## config.mk

```make
export PLATFORM = sky130hd
export DESIGN_NAME = msg_out_fifo
export DESIGN_NICKNAME = d
export VERILOG_FILES = /design/src/rtl/msg_out_fifo.sv
export SDC_FILE = /design/constraint.sdc
export NUM_CORES = 1
export LEC_CHECK = 0
export BUFFER_PORTS_ARGS = -buffer_cell sky130_fd_sc_hd__buf_2
export CORE_MARGIN = 1
export CORE_UTILIZATION = 62
export DETAILED_ROUTE_END_ITERATION = 8
export GPL_TIMING_DRIVEN = 1
export PLACE_DENSITY = 0.85
export SLEW_MARGIN = 20
export SYNTH_ARGS = -nofsm -noshare
export SYNTH_HDL_FRONTEND = slang
export SYNTH_SLANG_ARGS = --single-unit
export TNS_END_PERCENT = 100
```

## constraint.sdc

```tcl
create_clock -name clk -period 15.42 [get_ports clk]
set_input_delay 3.084 -clock clk [delete_from_list [all_inputs] [get_ports clk]]
set_output_delay 3.084 -clock clk [all_outputs]
set_load 0.01 [all_outputs]
```

## src/rtl/msg_out_fifo.sv

```systemverilog
// msg_out_fifo: captures single-cycle parser message pulses into a small
// FWFT FIFO of whole messages, sanitising length/data on the way in, and
// presents them over valid/ready. Messages arriving while full are dropped
// and counted.
// Optional build macro MSG_OUT_FIFO_DROP_ERR_EN: discard errored messages at
// the write side and tie out_error low.
module msg_out_fifo #(
    parameter int MAX_MSG_BYTES = 32,
    parameter int DEPTH         = 4,
    parameter int DROP_CNT_W    = 16
) (
    input  logic                       clk,
    input  logic                       rst,
    input  logic                       msg_valid,
    input  logic [15:0]                msg_length,
    input  logic [8*MAX_MSG_BYTES-1:0] msg_data,
    input  logic                       msg_error,
    output logic                       out_valid,
    input  logic                       out_ready,
    output logic [15:0]                out_length,
    output logic [8*MAX_MSG_BYTES-1:0] out_data,
    output logic                       out_error,
    output logic [$clog2(DEPTH):0]     fifo_count,
    output logic                       overflow,
    output logic [DROP_CNT_W-1:0]      drop_count
);
    localparam int PW = $clog2(DEPTH);
    localparam int CW = PW + 1;
    localparam int DW = 8 * MAX_MSG_BYTES;

    typedef struct packed {
        logic [15:0]   length;
        logic [DW-1:0] data;
        logic          error;
    } slot_t;

    slot_t         mem [DEPTH];
    slot_t         san;
    slot_t         head;
    logic [PW-1:0] wr_ptr, rd_ptr;
    logic [CW-1:0] count;
    logic          bad_len, full, rd, wr, drop, discard;

    // Sanitise the incoming message: flag illegal lengths, zero bytes past the length
    always_comb begin
        bad_len    = (msg_length == 16'd0) || (msg_length > 16'(MAX_MSG_BYTES));
        san.length = msg_length;
        san.error  = msg_error | bad_len;
        san.data   = '0;
        for (int i = 0; i < MAX_MSG_BYTES; i++) begin
            // An over-long length means the whole data word is meaningful
            if (msg_length > 16'(MAX_MSG_BYTES) || 16'(i) < msg_length)
                san.data[8*i +: 8] = msg_data[8*i +: 8];
        end
    end

    // Write/read/drop decisions; a read in the same cycle frees the slot for a full write
    always_comb begin
        full = (count == CW'(DEPTH));
        rd   = out_valid & out_ready;
`ifdef MSG_OUT_FIFO_DROP_ERR_EN
        discard = san.error;
`else
        discard = 1'b0;
`endif
        wr   = ~rst & msg_valid & ~discard & (~full | rd);
        drop = msg_valid & ~discard & full & ~rd;
    end

    // Slot storage; contents survive reset, only the pointers are cleared
    always_ff @(posedge clk) begin
        if (wr) mem[wr_ptr] <= san;
    end

    // Pointers, occupancy, and drop accounting
    always_ff @(posedge clk) begin
        if (rst) begin
            wr_ptr     <= '0;
            rd_ptr     <= '0;
            count      <= '0;
            overflow   <= 1'b0;
            drop_count <= '0;
        end else begin
            if (wr) wr_ptr <= wr_ptr + 1'b1;
            if (rd) rd_ptr <= rd_ptr + 1'b1;
            case ({wr, rd})
                2'b10:   count <= count + 1'b1;
                2'b01:   count <= count - 1'b1;
                default: count <= count;
            endcase
            overflow <= drop;
            if (drop && drop_count != {DROP_CNT_W{1'b1}})
                drop_count <= drop_count + 1'b1;
        end
    end

    // First-word-fall-through head presentation, zeroed while empty
    always_comb begin
        head       = mem[rd_ptr];
        out_valid  = (count != '0);
        out_length = '0;
        out_data   = '0;
        out_error  = 1'b0;
        if (out_valid) begin
            out_length = head.length;
            out_data   = head.data;
`ifndef MSG_OUT_FIFO_DROP_ERR_EN
            out_error  = head.error;
`endif
        end
    end

    assign fifo_count = count;
endmodule

```

======== Word level (Yosys, flattened, before mapping) ========
Memories as Yosys holds them, arrays and structs flattened. A register that Yosys moved wholly into a read port is not among the register bits.
Index checks and enable logic that the tools add are counted.
word-level totals
  flip-flop bits (word level) ............. 24
  bits in writable memories ............... 1092
  output and inout bits ................... 294
  logic and storage cells ................. 135
  memories kept ........................... 1
memory list
  memory  words  bits a word  rd ports  clocked after Yosys merged registers in  write ports  RTL line  RTL
  mem     4      273          1         1                                        1            37        slot_t mem [DEPTH];
operators by class
  $add $sub $neg .......................... 5
  $lt $le $gt $ge ......................... 33
  equal/unequal tests ..................... 4
  multiplexer cells ....................... 40
  bitwise gates (word level) .............. 10
  reduce and logical (&&, ||, !) cells .... 37
operators by type and width
  cell                                                                              number
  5-bit by 16-bit < comparator with 1-bit output, first input constant              16
  256-bit two-way mux                                                               1
  8-bit two-way mux                                                                 32
  4-bit by 16-bit < comparator with 1-bit output, first input constant              8
  3-bit by 16-bit < comparator with 1-bit output, first input constant              4
  1-bit logical OR                                                                  33
  1-bit by 16-bit < comparator with 1-bit output, first input constant              2
  2-bit by 16-bit < comparator with 1-bit output, first input constant              2
  16-bit by 1-bit adder with 16-bit output, second input constant                   1
  16-bit by 6-bit greater-than comparator with 1-bit output, second input constant  1
  16-bit logical NOT                                                                1
  16-bit two-way mux                                                                1
  16-bit inequality test, second input constant                                     1
  3-bit one-hot mux with 2 select lines                                             1
  1-bit AND                                                                         5
  2-bit by 1-bit adder with 2-bit output, second input constant                     2
  2-bit two-way mux                                                                 2
  3-bit by 1-bit adder with 3-bit output, second input constant                     1
  3-bit == test, second input constant                                              1
  1-bit two-way mux                                                                 3
  1-bit NOT                                                                         3
  3-bit nonzero test                                                                1
  3-bit by 1-bit subtractor with 3-bit output, second input constant                1
  2-bit by 1-bit == test with 1-bit output, second input constant                   1
  4 further kinds                                                                   5

======== Logic depth before layout (Yosys ltp) ========
Gate-level depths: netlist (run 1).
  depth after elaboration ................. 6
  depth in mapped cells ................... 8

======== Worst setup path after synthesis (run 1) ========
Ideal clock, no wire load.
  kind .................................... in2reg
  from .................................... input port msg_valid
  to ...................................... memory mem[0][0] (netlist bit), enable pin
  library setup time ...................... 0.669 ns
  arrival time ............................ 10.042 ns
  required time ........................... 14.751 ns
  path slack .............................. 4.709 ns
  cell stages on the path ................. 4
  cells stage by stage .................... clkbuf_1 > nand2b_1 > nor2_1 > and2_1
on the way
  longest elaborated chain between the ends .. 4
ends and longest elaborated chain
  what                                     RTL line  RTL
  start: declaration                       14        input logic msg_valid,
  1-bit AND (2 in series)                  66        wr = ~rst & msg_valid & ~discard & (~full | rd);
  1-bit two-way mux                        72        if (wr) mem[wr_ptr] <= san;
  1-bit two-way mux (implied by the code)  72
  end: declaration                         37
Every way passes these cells.

==> metrics.csv, run 1 <==
metric;value;unit
Hold-fix buffers, CTS;0;
IO buf count;570;
IO Count;571;
routed wire length;107;mm
synthesized flop and latch total;1118;
Avg WL per Cell;27.4;um
post-cts repair resize count;0;
Max Root-Sink Buffers;3;
Die Span Y;270;um
root buffer selected by CTS;clkbuf_16;
min-delay worst type;reg -> reg;
drt first pass iters;5;
final core utilization;73.7;%
Vias/cell;6.20;
Post-Syn Area;44400;um^2
Post-Syn Instances;2225;
Post-synth ARST share;0;%
total CTS buffers;108;
vias in the first global route;24600;
min-delay src;drop_count[5];
Core ar.;70400;um^2
skew final;0.0265;ns
Final period util;52.3;%
Hold EP;drop_count[5];
grt ovf;0;
P_leak;17.6;nW
initial antenna violation count;44;
top cells by area, synth;edfxtp_1, mux4_2, and2_1, dfxtp_1, clkbuf_1;
Critical Path Source Type;flop;
Worst VDD drop;0.173;mV
fin crit period;8.07;ns
Worst Max-Slew Pin Slew;1.21;ns
Chip Width;270;um
Reg2Reg Setup Slack;10.77;ns
CP arrival;4.99;ns
DRT iter0 DRCs;2390;
H-tree depth reported by CTS;3;
Initial Util;63.0;%
Hold Crit Depth;2;
Worst-path clk slew;0.06;ns
area grow syn2layout;16.9;%
via count;24100;
Hold Violations, Final;0;
Power Density;145;nW/um^2
Synth cell types;47;
CTS tree;done;
Routed Antenna Nets;0;
Post-synth EDFFs;1092;
clk_lat worst skew;0.65;ns
Post-CTS Setup Inserts;0;
fin nets;3104;
Yosys top cell by area;edfxtp_1;
Crit path required time;12.34;ns
R2R depth;6;
Post-route DRC;0;
Setup CP Type;reg -> out;
CP Capture Type;output port;
clk sinks;1118;
gpl congestion;0.890;
start of the worst register-to-register path;fifo_count[1];
final setup TNS;0;ns
Synth warnings;0;
fraction of layout instances using a drive strength above 1;35.5;%
global-route usage over all layers;28.9;%
status;complete, no violations;
top achievable clock speed;0.124;GHz
row count;97;
Setup violations, final;0;
share of the synthesized area in the top cell type;73.9;%
post-synthesis sequential area ratio;75.1;%
synthesized net count;2508;
worst r2r dst;mem[0][103];
Avg Cell Area, Syn;19.9;um^2
RSZ-0062 raised after global routing;false;
max cap viols;0;
Final Max Slew Viols;0;
pin count of the biggest net entering global routing;160;
first-pass GRT wire length;155;mm
Die Area;72600;um^2
Synth Flop Type;edfxtp_1;
maximum fanout along the worst path;99;
relative slew slack;19.3;%
dpl hpwl;63.7;mm
stage by stage:
stage | cell area [um^2] | cells | setup WS (ns) | hold WS [ns] | power, mW
floorplan | 44400 | 2225 | 4.71 | 0.485 | 4.43
global placement | 48200 | 3649 | 7.86 | 0.500 | 4.92
detailed placement | 48200 | 3649 | 7.79 | 0.512 | 4.95
CTS | 51700 | 3849 | 7.07 | 0.528 | 7.54
global route | 51800 | 3874 | 6.82 | 0.555 | 7.74
finish | 51900 | 3884 | 7.35 | 0.525 | 7.51
power breakdown:
part / switching, mW / internal [mW]
registers: 0.0509 / 3.44
logic: 0.781 / 0.633
clock network: 1.11 / 1.50
total: 1.94 / 5.57
layout by cell type, fill, tap and decap left out, drive strengths merged, types with 26 or more instances in the layout:
cell	n
and2	518
buf	596
clkbuf	137
clkinv	47
dfxtp	26
diode	33
edfxtp	1092
mux4	273
synthesized netlist by cell type, drive strengths merged (2+ instances only):
master / number
clkbuf: 69
and2: 518
and3: 2
o21bai: 2
nand2b: 2
mux2: 4
nand3: 11
nor3: 6
or2: 5
or4: 6
nand4: 6
a211oi: 2
o21ai: 19
a31oi: 2
nand2: 19
edfxtp: 1092
buf: 41
a31o: 2
a21oi: 14
xor2: 3
nor2: 19
a21o: 6
or3: 10
inv: 9
dfxtp: 26
o31ai: 6
nor4: 12
nor2b: 19
ha: 5
mux4: 273
o21a: 2
nor4b: 2
critical path, stage by stage, from the launching register on:
cell,delay (ns)
dfxtp_4,0.83
buf_4,0.82
buf_12,0.63
buf_4,0.88
mux4_2,0.62
and2_1,0.20
buf_2,0.15
state kept, by name (all words and copies together) (netlist names), named ones only:
name / cells
mem: 1092
wr_ptr: 2
drop_count: 16
fifo_count: 3
rd_ptr: 2
overflow: 1
per-layer routing:
| layer | vias up | wire [um] | track usage [%] |
|---|---|---|---|
| li1 | 10100 | - | - |
| met1 | 12400 | 37800 | 36.5 |
| met2 | 1318 | 54100 | 47.6 |
| met3 | 280 | 9520 | 7.18 |
| met4 | 28 | 5100 | 13.7 |
| met5 | - | 156 | 0 |
worst max-delay path by stage:
| stage | endpoint | cells past startpoint | slack (ns) | start |
|---|---|---|---|---|
| 2_1_floorplan | mem[0][0] | 4 | 4.71 | msg_valid |
| 3_3_place_gp | out_data[52] | 6 | 7.86 | flop |
| 3_5_place_dp | out_data[44] | 6 | 7.79 | flop |
| 4_1_cts | out_data[44] | 6 | 7.07 | flop |
| 5_1_grt | out_data[44] | 6 | 6.82 | flop |
| 6_report | out_data[46] | 6 | 7.35 | flop |
cell families (layout without fill, tap and decap cells):
kind of cell | Yosys count | in the layout | synth area share [%]
DFF | 1118 | 1118 | 75.1
muxes | 277 | 277 | 14.0
and+or+nand+nor | 641 | 641 | 8.83
buffers and inverters | 119 | 805 | 1.03
other | 0 | 33 | 0
xor gates and xnor gates | 4 | 4 | 0.0790
AOI/OAI and AO/OA | 60 | 60 | 0.851
adders and majority gates | 6 | 6 | 0.186
area by class of cell:
class | count | area [um^2]
multi-input combinational | 988 | 10600
tap | 940 | 1180
sequential | 1118 | 33300
inverter | 9 | 33.8
clock buffer | 137 | 2880
fill | 3897 | 18500
clock inverter | 63 | 623
antenna | 33 | 82.6
timing repair buffer | 596 | 3130
No activity file was read; power rests on OpenSTA's default activity.
==> inputs of run 2 (changes only) <==
- CORE_UTILIZATION: 62 -> 58
- PLACE_DENSITY: 0.85 -> 0.8
- clock period: 15.42 -> 8.4 ns (I/O delays scaled with it)
==> run 2 against run 1 <==
Effect of this change:
- flip-flop and latch count is the same
- power grew 80%
- clock power grew 75%
- combinational power grew 83%
- final cell count grew 0.88%
- largest cell class unchanged
- critical path type unchanged
- via count shrank 3.4%
- routed wire length shrank 5.3%
- register-to-register slack lost 5.8 ns
==> metrics.csv, run 2 (synthesized netlist as in run 1, its figures left out) <==
metric;value;unit
Post-route DRC;0;
top achievable clock speed;0.197;GHz
first-pass GRT wire length;149;mm
drt first pass iters;5;
pin count of the biggest net entering global routing;145;
crit-path cells;buf_12, buf_4, mux4_2, and2_1, buf_2;
vias in the first global route;24300;
Max Root-Sink Buffers;3;
Reg2Reg Setup Slack;5.00;ns
Most flops, register;mem;
relative slew slack;11.3;%
CP max-delay cell;buf_12;
max cap viols;0;
hold_ws;0.532;ns
CP delay by family, top;buffers and inverters;
DRT iter0 DRCs;2107;
Final Max Slew Viols;0;
Chip Width;279;um
total CTS buffers;108;
Die Span Y;279;um
Vias/cell;5.94;
Crit path required time;6.72;ns
P_leak;17.6;nW
RSZ-0062 raised after global routing;false;
Critical Path Source Type;flop;
IO Count;571;
initial antenna violation count;50;
Final WS setup;3.34;ns
maximum fanout along the worst path;95;
Setup violations, final;0;
Worst VDD drop;0.207;mV
number of flip-flops in the largest register;1092;
root buffer selected by CTS;clkbuf_16;
final setup TNS;0;ns
Hold-fix buffers, CTS;0;
dpl hpwl;61.5;mm
CTS tree;done;
Post-CTS Setup Inserts;0;
pre-CTS setup slack;3.58;ns
max incr delay on CP;0.59;ns
Final period util;60.3;%
routed wire length;101;mm
via count;23300;
H-tree depth reported by CTS;3;
Power Density;261;nW/um^2
min-delay worst type;reg -> reg;
IO buf count;570;
fin nets;3107;
global-route usage over all layers;25.9;%
fraction of layout instances using a drive strength above 1;35.7;%
gpl congestion;0.823;
grt ovf;0;
CP arrival;3.38;ns
fin crit period;5.06;ns
Hold Violations, Final;0;
commonest non-fill, non-tap cell in the layout;edfxtp_1;
Worst Max-Slew Pin Slew;1.33;ns
clk_lat worst skew;0.67;ns
post-cts repair resize count;0;
Setup CP Type;reg -> out;
status;complete, no violations;
skew final;0.0218;ns
Initial Util;58.5;%
CP Capture Type;output port;
Die Area;77600;um^2
Worst-path clk slew;0.06;ns
Design Power;13.5;mW
Core ar.;75800;um^2
Routed Antenna Nets;0;
CP bufs+invs;3;
Avg WL per Cell;25.8;um
clk sinks;1118;
area grow syn2layout;16.8;%
commonest non-fill, non-tap cells in the layout;edfxtp_1, buf_2, and2_1, mux4_2, clkbuf_16;
final core utilization;68.4;%
row count;101;
[run 2: cell count changes in the layout (fill, tap and decap cells not counted), sizes merged]
| cell | delta |
|---|---|
| inv | +1 |
| clkbuf | -2 |
| bufinv | -5 |
| clkinv | +4 |
| buf | +3 |
| diode | -3 |
| clkinvlp | -2 |
[run 2: final timing paths]
kind | cells after the start | from | endpoint
max | 5 | flop | out_data[196]
min | 1 | drop_count[7] | drop_count[7]
max reg2reg | 4 | fifo_count[2] | mem[1][215]
min reg2reg | 1 | drop_count[7] | drop_count[7]
[run 2: cell type report]
class                           count  area [um^2]
Antenna cell                       30         75.1
Clock buffer                      135         2830
Clock inverter                     61          524
Fill cell                        4728        24000
Inverter                            9         33.8
Multi-Input combinational cell    988        10600
Sequential cell                  1118        33300
Tap cell                          978         1220
Timing Repair Buffer              599         3200
[run 2: through the flow]
| step | instance area (um^2) | instances |
|---|---|---|
| 3_5_place_dp | 48400 | 3691 |
| 2_1_floorplan | 44400 | 2225 |
| 5_1_grt | 51800 | 3912 |
| 4_1_cts | 51700 | 3887 |
| 3_3_place_gp | 48400 | 3691 |
| 6_report | 51800 | 3918 |
[run 2: power by group]
| part | internal (mW) | total (mW) | switching, mW |
|---|---|---|---|
| clock | 2.57 | 4.58 | 2.01 |
| sequential | 6.31 | 6.38 | 0.0674 |
| combinational | 1.16 | 2.58 | 1.42 |
| total | 10.0 | 13.5 | 3.49 |
[run 2: metal layers]
| metal | track usage (%) | part of all wire, % | up-vias |
|---|---|---|---|
| met5 | 0.250 | 0.26 | - |
| li1 | - | - | 10100 |
| met2 | 42.4 | 50 | 1020 |
| met4 | 10.8 | 3.6 | 40 |
| met1 | 32.5 | 37 | 11900 |
| met3 | 7.74 | 8.9 | 239 |
